### config.mk
export PLATFORM = sky130hd
export DESIGN_NAME = rate_tick_controller_flat
export DESIGN_NICKNAME = d
export VERILOG_FILES = /design/src/rtl/rate_tick_controller_pkg.sv /design/src/rtl/rate_tick_controller_if.sv /design/src/rtl/rate_tick_controller_counter.sv /design/src/rtl/rate_tick_controller.sv /design/src/flat_wrapper.sv
export SDC_FILE = /design/constraint.sdc
export NUM_CORES = 1
export LEC_CHECK = 0
export ABC_CLOCK_PERIOD_IN_PS = 2700
export BUFFER_PORTS_ARGS = -buffer_cell sky130_fd_sc_hd__buf_2
export CAP_MARGIN = 20
export CORE_ASPECT_RATIO = 0.6
export CORE_MARGIN = 2
export CORE_UTILIZATION = 47
export DETAILED_ROUTE_END_ITERATION = 8
export GPL_TIMING_DRIVEN = 1
export PLACE_DENSITY = 0.66
export SLEW_MARGIN = 20
export SYNTH_ARGS = -nofsm -noshare
export SYNTH_HDL_FRONTEND = slang
export SYNTH_HIERARCHICAL = 1
export SYNTH_SLANG_ARGS = --single-unit
### constraint.sdc
create_clock -name clk -period 2.7 [get_ports clk]
set_clock_uncertainty 0.05 [all_clocks]
set_input_delay 0.54 -clock clk [delete_from_list [all_inputs] [get_ports clk]]
set_output_delay 0.54 -clock clk [all_outputs]
set_load 0.01 [all_outputs]
### src/rtl/rate_tick_controller_pkg.sv
// Shared definitions for the rate tick controller: rate codes, FSM state
// encoding and the half-period length helper used at elaboration.
package rate_pkg;

    typedef enum logic [1:0] {
        RATE_1HZ  = 2'd0,
        RATE_2HZ  = 2'd1,
        RATE_5HZ  = 2'd2,
        RATE_10HZ = 2'd3
    } rate_e;

    typedef enum logic [1:0] {
        ST_IDLE   = 2'd0,
        ST_RUN_HI = 2'd1,
        ST_RUN_LO = 2'd2
    } state_e;

    // Number of clk cycles in one half period of the selected rate.
    function automatic int unsigned half_count(input int unsigned clk_hz,
                                               input logic [1:0]  rate);
        case (rate)
            RATE_1HZ: return clk_hz / 2;
            RATE_2HZ: return clk_hz / 4;
            RATE_5HZ: return clk_hz / 10;
            default:  return clk_hz / 20;
        endcase
    endfunction

endpackage

### src/rtl/rate_tick_controller_if.sv
// Rate-select handshake plus tick/square-wave outputs of the controller.
// master = control FSM / tick consumers side, slave = the controller.
interface rate_tick_controller_if;
    logic       run;
    logic       sel_req;
    logic [1:0] sel_rate;
    logic       sel_ack;
    logic       busy;
    logic [1:0] cur_rate;
    logic       sq_out;
    logic       tick;

    modport master (
        output run, sel_req, sel_rate,
        input  sel_ack, busy, cur_rate, sq_out, tick
    );

    modport slave (
        input  run, sel_req, sel_rate,
        output sel_ack, busy, cur_rate, sq_out, tick
    );
endinterface

### src/rtl/rate_tick_controller_counter.sv
// Half-period counter: counts up from 0, wraps to 0 after last_i and flags
// the terminal cycle. clr_i holds it at 0.
module half_period_counter #(
    parameter int CNT_W = 26
) (
    input  logic             clk,
    input  logic             rst_n,
    input  logic             clr_i,
    input  logic [CNT_W-1:0] last_i,
    output logic             tc_o
);

    logic [CNT_W-1:0] cnt_q;

    assign tc_o = !clr_i && (cnt_q == last_i);

    // Count within the half period, restarting at the terminal count.
    always_ff @(posedge clk or negedge rst_n) begin
        if (!rst_n) begin
            cnt_q <= '0;
        end else if (clr_i || tc_o) begin
            cnt_q <= '0;
        end else begin
            cnt_q <= cnt_q + 1'b1;
        end
    end

endmodule

### src/rtl/rate_tick_controller.sv
// Rate tick controller: one shared half-period counter produces a 50 % square
// wave and a period-start tick at 1/2/5/10 Hz. Rate changes arrive over a
// req/ack handshake and only land on period boundaries while running.
module rate_tick_controller
    import rate_pkg::*;
#(
    parameter int CLK_HZ = 50000000,
    parameter int CNT_W  = 26
) (
    input  logic clk,
    input  logic rst_n,
    rate_tick_controller_if.slave bus
);

    // Terminal count (HALF-1) per rate, fixed at elaboration.
    logic [CNT_W-1:0] last_tbl [4];

    generate
        for (genvar gi = 0; gi < 4; gi++) begin : g_half
            assign last_tbl[gi] = CNT_W'(half_count(CLK_HZ, 2'(gi)) - 1);
        end
    endgenerate

    state_e     state_q;
    logic       sq_q;
    logic       tick_q;
    logic       ack_q;
    logic       busy_q;
    logic [1:0] cur_rate_q;
    logic [1:0] pend_q;

    logic       cnt_clr;
    logic       tc;
    logic       apply_d;
    logic       capture_d;

    // The counter runs only while generating; stopping resets the phase.
    assign cnt_clr = (state_q == ST_IDLE) || !bus.run;

    half_period_counter #(.CNT_W(CNT_W)) u_cnt (
        .clk    (clk),
        .rst_n  (rst_n),
        .clr_i  (cnt_clr),
        .last_i (last_tbl[cur_rate_q]),
        .tc_o   (tc)
    );

    // A pending rate lands immediately when it cannot disturb the wave
    // (idle, or same rate), otherwise at the next low-to-high boundary or
    // when run drops.
    assign apply_d   = busy_q && ((state_q == ST_IDLE) || (pend_q == cur_rate_q) ||
                                  !bus.run || ((state_q == ST_RUN_LO) && tc));
    assign capture_d = !busy_q && !ack_q && bus.sel_req;

    // Wave FSM: IDLE -> RUN_HI -> RUN_LO -> RUN_HI ..., run=0 returns to IDLE.
    always_ff @(posedge clk or negedge rst_n) begin
        if (!rst_n) begin
            state_q <= ST_IDLE;
            sq_q    <= 1'b0;
            tick_q  <= 1'b0;
        end else begin
            tick_q <= 1'b0;
            case (state_q)
                ST_IDLE: begin
                    sq_q <= 1'b0;
                    if (bus.run) begin
                        state_q <= ST_RUN_HI;
                        sq_q    <= 1'b1;
                        tick_q  <= 1'b1;
                    end
                end
                ST_RUN_HI: begin
                    if (!bus.run) begin
                        state_q <= ST_IDLE;
                        sq_q    <= 1'b0;
                    end else if (tc) begin
                        state_q <= ST_RUN_LO;
                        sq_q    <= 1'b0;
                    end
                end
                ST_RUN_LO: begin
                    if (!bus.run) begin
                        state_q <= ST_IDLE;
                        sq_q    <= 1'b0;
                    end else if (tc) begin
                        state_q <= ST_RUN_HI;
                        sq_q    <= 1'b1;
                        tick_q  <= 1'b1;
                    end
                end
                default: begin
                    state_q <= ST_IDLE;
                    sq_q    <= 1'b0;
                end
            endcase
        end
    end

    // Request capture and apply; ack is a single-cycle pulse.
    always_ff @(posedge clk or negedge rst_n) begin
        if (!rst_n) begin
            ack_q      <= 1'b0;
            busy_q     <= 1'b0;
            cur_rate_q <= RATE_1HZ;
            pend_q     <= RATE_1HZ;
        end else begin
            ack_q <= 1'b0;
            if (apply_d) begin
                cur_rate_q <= pend_q;
                ack_q      <= 1'b1;
                busy_q     <= 1'b0;
            end else if (capture_d) begin
                pend_q <= bus.sel_rate;
                busy_q <= 1'b1;
            end
        end
    end

    assign bus.sq_out   = sq_q;
    assign bus.tick     = tick_q;
    assign bus.sel_ack  = ack_q;
    assign bus.busy     = busy_q;
    assign bus.cur_rate = cur_rate_q;

endmodule

### src/flat_wrapper.sv
// flat-port wrapper written by rule: the top's interface ports become plain ports
module rate_tick_controller_flat import rate_pkg::*;
#(
    parameter int CLK_HZ = 50000000,
    parameter int CNT_W  = 26
)
  (clk, rst_n, bus_run, bus_sel_req, bus_sel_rate, bus_sel_ack, bus_busy, bus_cur_rate, bus_sq_out, bus_tick);
  rate_tick_controller_if bus_i ();
  input  logic clk;
  input  logic rst_n;
  input wire logic [$bits(bus_i.run)-1:0] bus_run;
  input wire logic [$bits(bus_i.sel_req)-1:0] bus_sel_req;
  input wire logic [$bits(bus_i.sel_rate)-1:0] bus_sel_rate;
  output wire logic [$bits(bus_i.sel_ack)-1:0] bus_sel_ack;
  output wire logic [$bits(bus_i.busy)-1:0] bus_busy;
  output wire logic [$bits(bus_i.cur_rate)-1:0] bus_cur_rate;
  output wire logic [$bits(bus_i.sq_out)-1:0] bus_sq_out;
  output wire logic [$bits(bus_i.tick)-1:0] bus_tick;
  assign bus_i.run = bus_run;
  assign bus_i.sel_req = bus_sel_req;
  assign bus_i.sel_rate = bus_sel_rate;
  assign bus_sel_ack = bus_i.sel_ack;
  assign bus_busy = bus_i.busy;
  assign bus_cur_rate = bus_i.cur_rate;
  assign bus_sq_out = bus_i.sq_out;
  assign bus_tick = bus_i.tick;
  rate_tick_controller #(.CLK_HZ(CLK_HZ), .CNT_W(CNT_W)) u_core (.clk(clk), .rst_n(rst_n), .bus(bus_i));
endmodule
Word level (Yosys, flattened, before mapping)
Index checks and enable logic that the tools add are counted.
- output and inout port bits: 6
- bits in registers: 36
- bitwise operators: 2
- multiplexer cells: 22
- $lt $le $gt $ge: 1
- add/subtract/negate cells: 1
- equality and inequality tests: 7
- reductions and logical operators: 19
- operators by type and width (operator ; number):
    $mux W26 ; 3
    $bmux W26 S2 ; 1
    $add A26 B1 Y26 const B ; 1
    $eq A26 B26 Y1 ; 1
    $mux W1 ; 10
    $mux W2 ; 5
    $ne A3 B2 Y1 const B ; 2
    $pmux W2 S3 ; 1
    $logic_and A1 B1 Y1 ; 5
    $logic_or A1 B1 Y1 ; 5
    $logic_not A1 Y1 ; 4
    $reduce_and A2 Y1 ; 2
    $ge A3 B3 Y1 const B ; 1
    $not A2 Y3 ; 1
    $pmux W1 S3 ; 1
    $reduce_and A3 Y1 ; 1
    $eq A2 B1 Y1 const B ; 1
    $eq A2 B2 Y1 ; 1
    $eq A2 B2 Y1 const B ; 1
    $logic_not A2 Y1 ; 1
    $ne A2 B2 Y1 const B ; 1
    $pmux W1 S2 ; 1
    $reduce_bool A2 Y1 ; 1
    $not A1 Y1 ; 1

Depth between registers and ports, before layout
Gate-level depths: netlist (run 1).
- depth in word-level cells: 11
- gate-level depth with buffers: 11

Hierarchy
The synthesis (run 1) kept the hierarchy.
- modules (own cells, without submodules) (module ; times used ; area an instance (um2) ; seq. area each (um2) ; cells an instance):
    half_period_counter ; 1 ; 1791.7 ; 650.6 ; 173
    rate_tick_controller ; 1 ; 498.0 ; 250.2 ; 46

Worst setup path after synthesis (run 1)
Ideal clock, no wire load.
- kind: register -> register
- start point: register u_core.cur_rate_q[0] (netlist: u_core/bus.cur_rate[0])
- end point: register u_core.cur_rate_q[0] (netlist: u_core/bus.cur_rate[0])
- slack: -0.043 ns
- stages on the path, launching flop included: 11
- arrival: 2.567 ns
- data required time: 2.525 ns
- cell sequence: dfrtp_1 inv_1 nor2_1 xnor2_1 nand4_1 nor3_2 buf_2 and3b_1 nand2b_4 o2bb2ai_2 mux2_4
- longest elaborated chain between the ends: 9
- ends and longest elaborated chain (what ; line ; source):
    start, declared ; rate_tick_controller.sv:29 ; logic [1:0] cur_rate_q;
    start signal, assigned ; rate_tick_controller.sv:109 ; cur_rate_q <= pend_q;
    $not A2 Y3 (not written as such) ; rate_tick_controller.sv:44 ; .last_i (last_tbl[cur_rate_q]),
    $bmux W26 S2 ; rate_tick_controller.sv:44 ;
    $mux W26 (not written as such) (2 in series) ; rate_tick_controller.sv:44 ;
    $eq A26 B26 Y1 ; rate_tick_controller_counter.sv:15 ; assign tc_o = !clr_i && (cnt_q == last_i);
    $logic_and A1 B1 Y1 ; rate_tick_controller_counter.sv:15 ;
    via u_core.tc ; rate_tick_controller.sv:33 ; logic tc;
    $logic_and A1 B1 Y1 ; rate_tick_controller.sv:52 ; !bus.run || ((state_q == ST_RUN_LO) && tc));
    $logic_or A1 B1 Y1 ; rate_tick_controller.sv:52 ;
    $logic_and A1 B1 Y1 ; rate_tick_controller.sv:51 ; assign apply_d = busy_q && ((state_q == ST_IDLE) || (pend_q == cur_rate_q) ||
The timed path passes the listed nets, and every way through them passes these cells. The select of a mux whose other input is x is not followed.
A chain may end at the register's enable or synchronous reset.

Final worst setup path (run 1)
- start point: register u_core.cur_rate_q[1] (netlist: u_core/bus.cur_rate[1])
- end point: register u_core.cur_rate_q[0] (netlist: u_core/bus.cur_rate[0])
Same word-level chain as after synthesis.

==> flow_metrics.py, run 1 <==
metrics = {
    "run_status": {
        "status": "complete, no violations",
    },
    "sta": {
        "finalCritPeriodShare_pct": 91.57,
        "final-hold-violation-count": 0,
        "setup_tns_ps": 0,
        "max-slew-margin-rel_pct": 46.21,
        "report.final.slew_viol_count": 0,
        "grt_setup_unrepaired": "no",
        "finalSetupViolations": 0,
        "worstMarginPinSlew_ps": 806.9,
        "fmax_mhz": 404.5,
        "fin_crit_ps": 2472,
    },
    "logic_synthesis": {
        "synth.most_common_cell": "dfrtp_1",
        "yosysTopAreaCellShare_pct": 39.34,
        "synth_common_cells": "dfrtp_1 (36), xnor2_1 (33), a211oi_1 (13), nand2_1 (13), nand4_1 (11)",
        "netlist_area_mm2": 0.002290,
        "ys_warn_count": 6,
        "ys_ff_latch": 36,
        "synth_edf_count": 0,
        "async_flop_share_pct": 100.0,
        "ys.flop_type": "dfrtp_1",
        "synth_largest_area_cell": "dfrtp_1",
        "ys_seq_area_share_pct": 39.34,
        "synthDistinctLibCells": 50,
        "synthCells": 219,
        "syn_avg_cell_area_um2": 10.46,
        "synth_area_leaders": "dfrtp_1 (39%), xnor2_1 (13%), a211oi_1 (4.3%)",
    },
    "global_routing": {
        "grt-ovfl-total": 0,
        "grt_pass1_wl_mm": 8.838,
        "grt_antenna_before_repair": 0,
        "grt_pass1_vias": 1685,
        "grt_max_degree": 37,
        "grt.total_usage_pct": 21.48,
    },
    "power": {
        "p_per_area_mw_per_mm2": 616.0,
        "power.leakage_uw": 0.0009417,
        "ir_drop_v": 0.0003097,
    },
    "drt": {
        "via_count": 1779,
        "drc": 0,
        "via_per_inst": 5.930,
        "final_antenna_net_count": 0,
        "drtIter0Drc": 98,
        "wl_mm": 5.217,
        "wire_per_inst_um": 17.39,
        "drtPass1Iterations": 4,
    },
    "worst_hold_path": {
        "worstHoldPathType": "in2async",
    },
    "clock_tree": {
        "clock_latency_ps": 290,
        "cts_sinks": 36,
        "cts_resized": 0,
        "htreeDepth": 2,
        "cts_buffers": 5,
        "cts-root-buf": "clkbuf_8",
        "cts_tree": "built",
        "clk_pin_slew_ps": 70,
        "hold_buffers": 0,
        "post-cts-setup-buffers": 0,
        "cts_buffer_depth": 2,
    },
    "floorplanning": {
        "core_region_area_mm2": 0.004636,
        "ios": 12,
        "std_cell_rows": 19,
        "die-area_mm2": 0.005465,
        "die_x_um": 94.11,
        "initial_core_util_pct": 49.39,
        "die_h_um": 58.07,
    },
    "finish": {
        "multi_input_area_mm2": 0.001318,
        "nNetsFinal": 243,
        "syn_to_final_growth_pct": 9.016,
        "regArea_um2": 902.1,
        "fillers": 431,
        "antennaDiodeCount": 0,
        "post-route-util_pct": 53.85,
        "drive_gt1_share_pct": 19.41,
        "fin_cells": 300,
    },
    "placement": {
        "placedCellCount": 292,
        "routabilityCongestion": 0.8781,
        "port_buffers": 11,
        "dp_hpwl_mm": 3.660,
    },
    "worst_setup_path": {
        "r2r_slack_ps": 230,
        "worstReg2RegEnd": "u_core/bus.cur_rate[0]",
        "cp-start-kind": "flop",
        "cp_max_fo": 9,
        "worstPathRequired_ps": 2830,
        "ff2ff_path_depth": 8,
        "r2r_start": "u_core/bus.cur_rate[1]",
        "worst_ep_arrival_time_ps": 2600,
        "crit_type": "reg2reg",
        "cp-end-kind": "flop",
    },
    "flow_run": {
        "cap_viol_max_count": 0,
    },
}
## worst max-delay path, stage by stage (launching register included)
cell and delay (ps):
dfrtp_1 550, nand2_1 200, xnor2_1 210, nand4_1 170, nor4_4 300, and3b_1 260
nand2b_4 170, o2bb2ai_2 140, mux2_4 310
## flip-flops by register name (all words and copies together), names as in the netlist
name / flops
u_core/u_cnt/cnt_q: 26
u_core/bus.cur_rate: 2
u_core/pend_q: 2
u_core/state_q: 2
u_core/bus.busy: 1
u_core/bus.sel_ack: 1
u_core/bus.sq_out: 1
u_core/bus.tick: 1
## placed cells by master, fill, tap and decap left out, types with 6 or more instances in the layout
cell type | synthesis | layout
a221oi_1 | 10 | 10
dfrtp_1 | 36 | 35
clkbuf_8 | 2 | 6
o31ai_1 | 6 | 6
nand4_1 | 11 | 11
nand3_1 | 10 | 10
o21ai_0 | 10 | 9
a211oi_1 | 13 | 13
inv_1 | 8 | 8
conb_1 | 2 | 8
xor2_1 | 6 | 6
xnor2_1 | 33 | 33
buf_2 | 3 | 11
nand2_1 | 13 | 13
## area by class of cell
type | instances | area share, %
Inverter | 8 | 1.203
Multi-Input combinational cell | 171 | 52.78
Tap cell | 63 | 3.158
Sequential cell | 36 | 36.14
Clock buffer | 8 | 3.609
Timing Repair Buffer | 14 | 3.108
## power breakdown
| group | total (uW) | switching (uW) | leakage [uW] | internal, uW |
|---|---|---|---|---|
| logic | 462 | 233 | 0.000412 | 228 |
| clock network | 403 | 194 | 0.0000455 | 208 |
| registers | 673 | 83.3 | 0.000485 | 590 |
| total | 1540 | 511 | 0.000942 | 1030 |
## worst max path at each step
| stage | startpoint | endpoint | slack, ps | cells past startpoint |
|---|---|---|---|---|
| finish | u_core/bus.cur_rate[1] | u_core/bus.cur_rate[0] | 230 | 8 |
| global route | u_core/bus.cur_rate[0] | u_core/bus.cur_rate[0] | 20 | 9 |
| CTS | u_core/bus.cur_rate[1] | u_core/bus.cur_rate[0] | 220 | 8 |
| detailed placement | u_core/bus.cur_rate[1] | u_core/bus.cur_rate[0] | 240 | 8 |
| global placement | u_core/bus.cur_rate[1] | u_core/bus.cur_rate[0] | 260 | 8 |
| floorplan | u_core/bus.cur_rate[0] | u_core/bus.cur_rate[0] | 40 | 10 |
## metal layers
metal,GRT usage [%],vias to the layer above,routed length (um)
met5,0,-,0
met4,6.211,0,61
met3,5.072,7,369
met2,28.16,44,2050
met1,34.46,877,2735
li1,-,851,-
## stage by stage
stage | area [um2] | setup WS, ps | hold slack, ps | power [uW]
floorplan | 2320 | 40.11 | 194.4 | 1031
global placement | 2406 | 261.9 | 478.5 | 1137
detailed placement | 2406 | 241.0 | 497.4 | 1142
CTS | 2496 | 223.5 | 309.7 | 1547
global route | 2496 | 19.02 | 347.9 | 1621
finish | 2496 | 227.6 | 284.2 | 1538
## cells by family after synthesis
| group | count (synthesis) | share of synthesized area, % |
|---|---|---|
| compound gates | 47 | 16.12 |
| xor+xnor | 39 | 14.92 |
| fa+ha+maj | 1 | 0.5464 |
| buf+inv | 18 | 4.536 |
| flops | 36 | 39.34 |
| mux | 4 | 2.295 |
| other cells | 2 | 0.3280 |
| simple gates | 72 | 21.91 |
(Power assumes the default switching activity.)
==> run 2, diff against run 1 <==
Settings changed: CORE_MARGIN 2 to 1.
==> run 2 against run 1 <==
Against the previous run:
- clock-buffer cell count is the same
- global-route usage grew 0.25 points
- sequential share of layout area decreased by 0.14 points
- sequential power up 0.7%
- fmax fell by 0.27%
- non-clock buffer count unchanged
- power is 2.1% higher
- sequential cell count unchanged
- die area shrank 5.5%
- critical path depth up 1
- combinational power barely moved
- critical path type unchanged
- largest power group unchanged
==> flow_metrics.py, run 2 (synthesis gave the netlist of run 1 again) <==
metrics = {
    "floorplanning": {
        "initial_core_util_pct": 49.39,
        "core_region_area_mm2": 0.004636,
        "die-area_mm2": 0.005164,
        "die_h_um": 56.07,
        "die_x_um": 92.11,
        "std_cell_rows": 19,
        "ios": 12,
    },
    "clock_tree": {
        "cts-root-buf": "clkbuf_8",
        "cts_buffer_depth": 2,
        "htreeDepth": 2,
        "clock_latency_ps": 290,
        "cts_resized": 0,
        "clk_pin_slew_ps": 70,
        "hold_buffers": 0,
        "cts_tree": "built",
        "post-cts-setup-buffers": 0,
        "cts_sinks": 36,
        "cts_buffers": 5,
    },
    "sta": {
        "fin_crit_ps": 2479,
        "report.final.slew_viol_count": 0,
        "finalSetupViolations": 0,
        "max-slew-margin-rel_pct": 44.96,
        "fmax_mhz": 403.4,
        "finalCritPeriodShare_pct": 91.82,
        "final-hold-violation-count": 0,
        "worstMarginPinSlew_ps": 825.7,
        "setup_tns_ps": 0,
        "grt_setup_unrepaired": "no",
    },
    "placement": {
        "routabilityCongestion": 0.8221,
        "port_buffers": 11,
        "dp_hpwl_mm": 3.530,
        "placedCellCount": 292,
    },
    "finish": {
        "syn_to_final_growth_pct": 9.453,
        "final_common_cell": "dfrtp_1",
        "drive_gt1_share_pct": 19.83,
        "nNetsFinal": 243,
        "largest_reg_flops": 26,
        "fillers": 441,
        "mostFrequentLayoutCells": "dfrtp_1 (35), xnor2_1 (33), nand2_1 (13), a211oi_1 (13)",
        "largest-register": "u_core/u_cnt/cnt_q",
        "antennaDiodeCount": 0,
        "fin_cells": 300,
    },
    "drt": {
        "drc": 0,
        "final_antenna_net_count": 0,
        "wl_mm": 5.048,
        "wire_per_inst_um": 16.83,
        "drtIter0Drc": 72,
        "drtPass1Iterations": 4,
        "via_count": 1737,
        "via_per_inst": 5.790,
    },
    "worst_setup_path": {
        "crit_family": "simple AND/OR/NAND/NOR gates",
        "critPathSlowestCell": "dfrtp_2",
        "worstPathRequired_ps": 2830,
        "r2r_start": "u_core/bus.cur_rate[0]",
        "cp-start-kind": "flop",
        "worst_ep_arrival_time_ps": 2610,
        "cp_max_fo": 8,
        "r2r_slack_ps": 220,
        "worstReg2RegEnd": "u_core/bus.cur_rate[0]",
        "cp.depth": 9,
        "cp-end-kind": "flop",
        "slowest_delay_ps": 480,
        "ff2ff_path_depth": 9,
        "crit_buf_inv": 1,
        "crit_type": "reg2reg",
        "cp_cell_sequence": "inv_1 -> nand2_1 -> xnor2_1 -> nand4_1 -> nor4_4 -> and3b_1 -> nand2b_4 -> o2bb2ai_2 -> mux2_4",
    },
    "power": {
        "p_per_area_mw_per_mm2": 626.1,
        "power.total_uw": 1569,
        "ir_drop_v": 0.0003506,
        "power.leakage_uw": 0.0009478,
    },
    "global_routing": {
        "grt_pass1_vias": 1535,
        "grt-ovfl-total": 0,
        "grt_antenna_before_repair": 0,
        "grt_max_degree": 37,
        "grt.total_usage_pct": 21.73,
        "grt_pass1_wl_mm": 8.424,
    },
    "worst_hold_path": {
        "worstHoldPathType": "in2async",
    },
    "flow_run": {
        "cap_viol_max_count": 0,
    },
    "run_status": {
        "status": "complete, no violations",
    },
}
==> run 2: cell counts in the layout (fill, tap and decap cells not counted) <==
No cell type changed its count.
==> run 2: cell type report <==
class | count | area [um2] | area share [%]
multi-input cells | 171 | 1318 | 52.57
flip-flops and latches | 36 | 902.1 | 36.00
clock buffers | 8 | 100.1 | 3.994
well taps | 63 | 78.83 | 3.145
repair buffers | 14 | 77.57 | 3.095
inverters | 8 | 30.03 | 1.198
==> run 2: through the flow <==
step	util, %	area (um2)	setup WS (ps)	hold WS [ps]
finish	54.06	2506	220.9	286.0
global route	54.06	2506	67.50	354.2
floorplan	-	2320	40.11	194.4
CTS	54.06	2506	213.1	311.4
detailed placement	51.90	2406	237.4	485.3
global placement	51.90	2406	311.3	481.9
==> run 2: report_power, final <==
part / switching [uW] / internal, uW / total, uW
clock network: 197 / 233 / 430
logic: 233 / 228 / 461
registers: 87.8 / 590 / 678
==> run 2: worst max path at each step <==
stage	startpoint	to	slack (ps)
floorplan	u_core/bus.cur_rate[0]	u_core/bus.cur_rate[0]	40
global placement	u_core/bus.cur_rate[1]	u_core/bus.cur_rate[0]	310
detailed placement	u_core/bus.cur_rate[0]	u_core/bus.cur_rate[0]	240
CTS	u_core/bus.cur_rate[0]	u_core/bus.cur_rate[0]	210
global route	u_core/bus.cur_rate[0]	u_core/bus.cur_rate[1]	70
finish	u_core/bus.cur_rate[0]	u_core/bus.cur_rate[0]	220
==> run 2: routing by layer <==
metal	global-route usage [%]	vias to the layer above	part of all wire (%)
met5	0	-	0
met4	4.018	0	0.71
met3	6.831	6	6.8
met2	26.33	50	39
met1	36.14	820	53
li1	-	861	-
==> run 3, diff against run 2 <==
Settings changed: CORE_UTILIZATION 47 to 50, PLACE_DENSITY 0.66 to 0.7, SYNTH_HIERARCHICAL 1 to not set.
==> run 3 against run 2 <==
Against the previous run:
- fmax grew 2.9%
- non-clock buffer count grew 3
- via count rose by 1.7%
- critical endpoint is now u_core.u_cnt.cnt_q[23]
- largest cell class unchanged
- largest power group unchanged
==> flow_metrics.py, run 3 <==
metrics = {
    "run_status": {
        "status": "complete, no violations",
    },
    "worst_setup_path": {
        "r2r_slack_ps": 290,
        "crit_family": "simple AND/OR/NAND/NOR gates",
        "cp_max_fo": 25,
        "cp-start-kind": "flop",
        "crit_buf_inv": 2,
        "cp-end-kind": "flop",
        "slowest_delay_ps": 600,
        "worst_ep_arrival_time_ps": 2530,
        "worstPathRequired_ps": 2820,
        "crit_type": "reg2reg",
        "critPathSlowestCell": "or4_4",
        "critPathMostFrequentCell": "nor2_1",
        "cp_cell_sequence": "buf_4 -> inv_1 -> nor4_1 -> nor2_1 -> or4_4 -> nand2_4 -> nor2_1",
    },
    "floorplanning": {
        "std_cell_rows": 18,
        "ios": 12,
        "die_x_um": 87.80,
        "die_h_um": 53.48,
        "core_region_area_mm2": 0.004167,
        "die-area_mm2": 0.004695,
        "initial_core_util_pct": 53.00,
    },
    "logic_synthesis": {
        "ys_ff_latch": 36,
        "syn_avg_cell_area_um2": 9.125,
        "yosysTopAreaCellShare_pct": 40.79,
        "synth.most_common_cell": "nor2_1",
        "synthDistinctLibCells": 51,
        "synthCells": 242,
        "synth_edf_count": 0,
        "ys.flop_type": "dfrtp_1",
        "async_flop_share_pct": 100.0,
        "ys_seq_area_share_pct": 40.79,
        "synth_largest_area_cell": "dfrtp_1",
        "ys_warn_count": 0,
        "synth_fp_nets": 249,
        "netlist_area_mm2": 0.002208,
        "synth_area_leaders": "dfrtp_1 (41%), nor2_1 (6.8%), xnor2_1 (5.6%)",
        "synth_common_cells": "nor2_1 (40), dfrtp_1 (36), nand2_1 (17)",
    },
    "finish": {
        "antennaDiodeCount": 0,
        "mostFrequentLayoutCells": "nor2_1 (40), dfrtp_1 (36), nand2_1 (17), nand3_1 (15)",
        "fin_cells": 310,
        "syn_to_final_growth_pct": 7.309,
        "largest-register": "u_core.u_cnt.cnt_q",
        "post-route-util_pct": 56.88,
        "nNetsFinal": 256,
        "final_common_cell": "nor2_1",
        "largest_reg_flops": 26,
        "drive_gt1_share_pct": 14.00,
    },
    "worst_hold_path": {
        "worstHoldPathType": "in2async",
    },
    "clock_tree": {
        "cts_buffers": 5,
        "clk_pin_slew_ps": 70,
        "hold_buffers": 0,
        "post-cts-setup-buffers": 0,
        "clock_latency_ps": 290,
        "cts-root-buf": "clkbuf_8",
        "htreeDepth": 2,
        "cts_sinks": 36,
        "cts_buffer_depth": 2,
        "cts_resized": 0,
        "cts_tree": "built",
    },
    "drt": {
        "via_count": 1766,
        "drc": 0,
        "wl_mm": 4.732,
        "final_antenna_net_count": 0,
        "via_per_inst": 5.697,
        "drtPass1Iterations": 4,
        "drtIter0Drc": 157,
        "wire_per_inst_um": 15.26,
    },
    "power": {
        "ir_drop_v": 0.0004628,
        "power.leakage_uw": 0.0009448,
        "p_per_area_mw_per_mm2": 588.9,
    },
    "sta": {
        "max-slew-margin-rel_pct": 45.05,
        "report.final.slew_viol_count": 0,
        "grt_setup_unrepaired": "no",
        "finalSetupViolations": 0,
        "setup_tns_ps": 0,
        "whs_ps": 293.1,
        "worstMarginPinSlew_ps": 824.2,
        "finalCritPeriodShare_pct": 89.23,
        "fmax_mhz": 415.1,
        "fin_crit_ps": 2409,
        "final-hold-violation-count": 0,
    },
    "global_routing": {
        "grt_pass1_wl_mm": 7.514,
        "grt.total_usage_pct": 22.38,
        "grt_max_degree": 37,
        "grt_pass1_vias": 1446,
        "grt_antenna_before_repair": 0,
        "grt-ovfl-total": 0,
    },
    "placement": {
        "routabilityCongestion": 0.9766,
        "dp_hpwl_mm": 3.309,
        "port_buffers": 11,
        "placedCellCount": 302,
    },
    "flow_run": {
        "cap_viol_max_count": 0,
    },
}
## run 3: final timing paths
path / from / to / cells after the start
setup / recovery: u_core.bus.cur_rate[0] / u_core.u_cnt.cnt_q[23] / 7
hold / removal: rst_n / u_core.u_cnt.cnt_q[3] / 1
setup reg to reg: u_core.bus.cur_rate[0] / u_core.u_cnt.cnt_q[23] / 7
hold reg to reg: u_core.u_cnt.cnt_q[0] / u_core.u_cnt.cnt_q[0] / 1
max in group asynchronous: rst_n / u_core.u_cnt.cnt_q[9] / 1
min in group clk: bus_sel_rate[0] / u_core.pend_q[0] / 2
## run 3: stage by stage
stage,setup slack (ps),total power [uW],cell area [um2]
after global placement,343.8,999.4,2280
after detailed placement,343.9,1003,2280
after CTS,323.1,1407,2370
final,290.9,1395,2370
after global routing,110.2,1479,2370
after floorplan,571.5,901.2,2208
## run 3: cell families (layout without fill, tap and decap cells)
family,Yosys count,after routing,synth area share [%]
multiplexers,5,5,2.493
adder cells (fa/ha/maj),1,1,0.5665
AND/OR/NAND/NOR,124,124,30.65
XOR/XNOR,28,28,11.11
buffers and inverters,24,32,5.892
AO/OA/AOI/OAI,24,24,8.499
flip-flops,36,36,40.79
## run 3: routing by layer
layer	GRT usage [%]	wire length [um]
met1	34.57	2645
met2	27.00	1703
met3	9.048	348
met4	5.738	34
met5	0	0
## run 3: final cells by class
| cell class | count | area [um2] |
|---|---|---|
| multi-input cells | 182 | 1177 |
| clock buffers | 8 | 90.09 |
| repair buffers | 17 | 100.1 |
| well taps | 60 | 75.07 |
| flip-flops and latches | 36 | 900.9 |
| fillers | 367 | 1797 |
| inverters | 7 | 26.28 |
## run 3: report_power, final
group / leakage (uW) / internal [uW] / switching (uW)
Clock: 0.0000455 / 208 / 193
Combinational: 0.000414 / 156 / 171
Sequential: 0.000485 / 588 / 79.5
Total: 0.000945 / 952 / 443
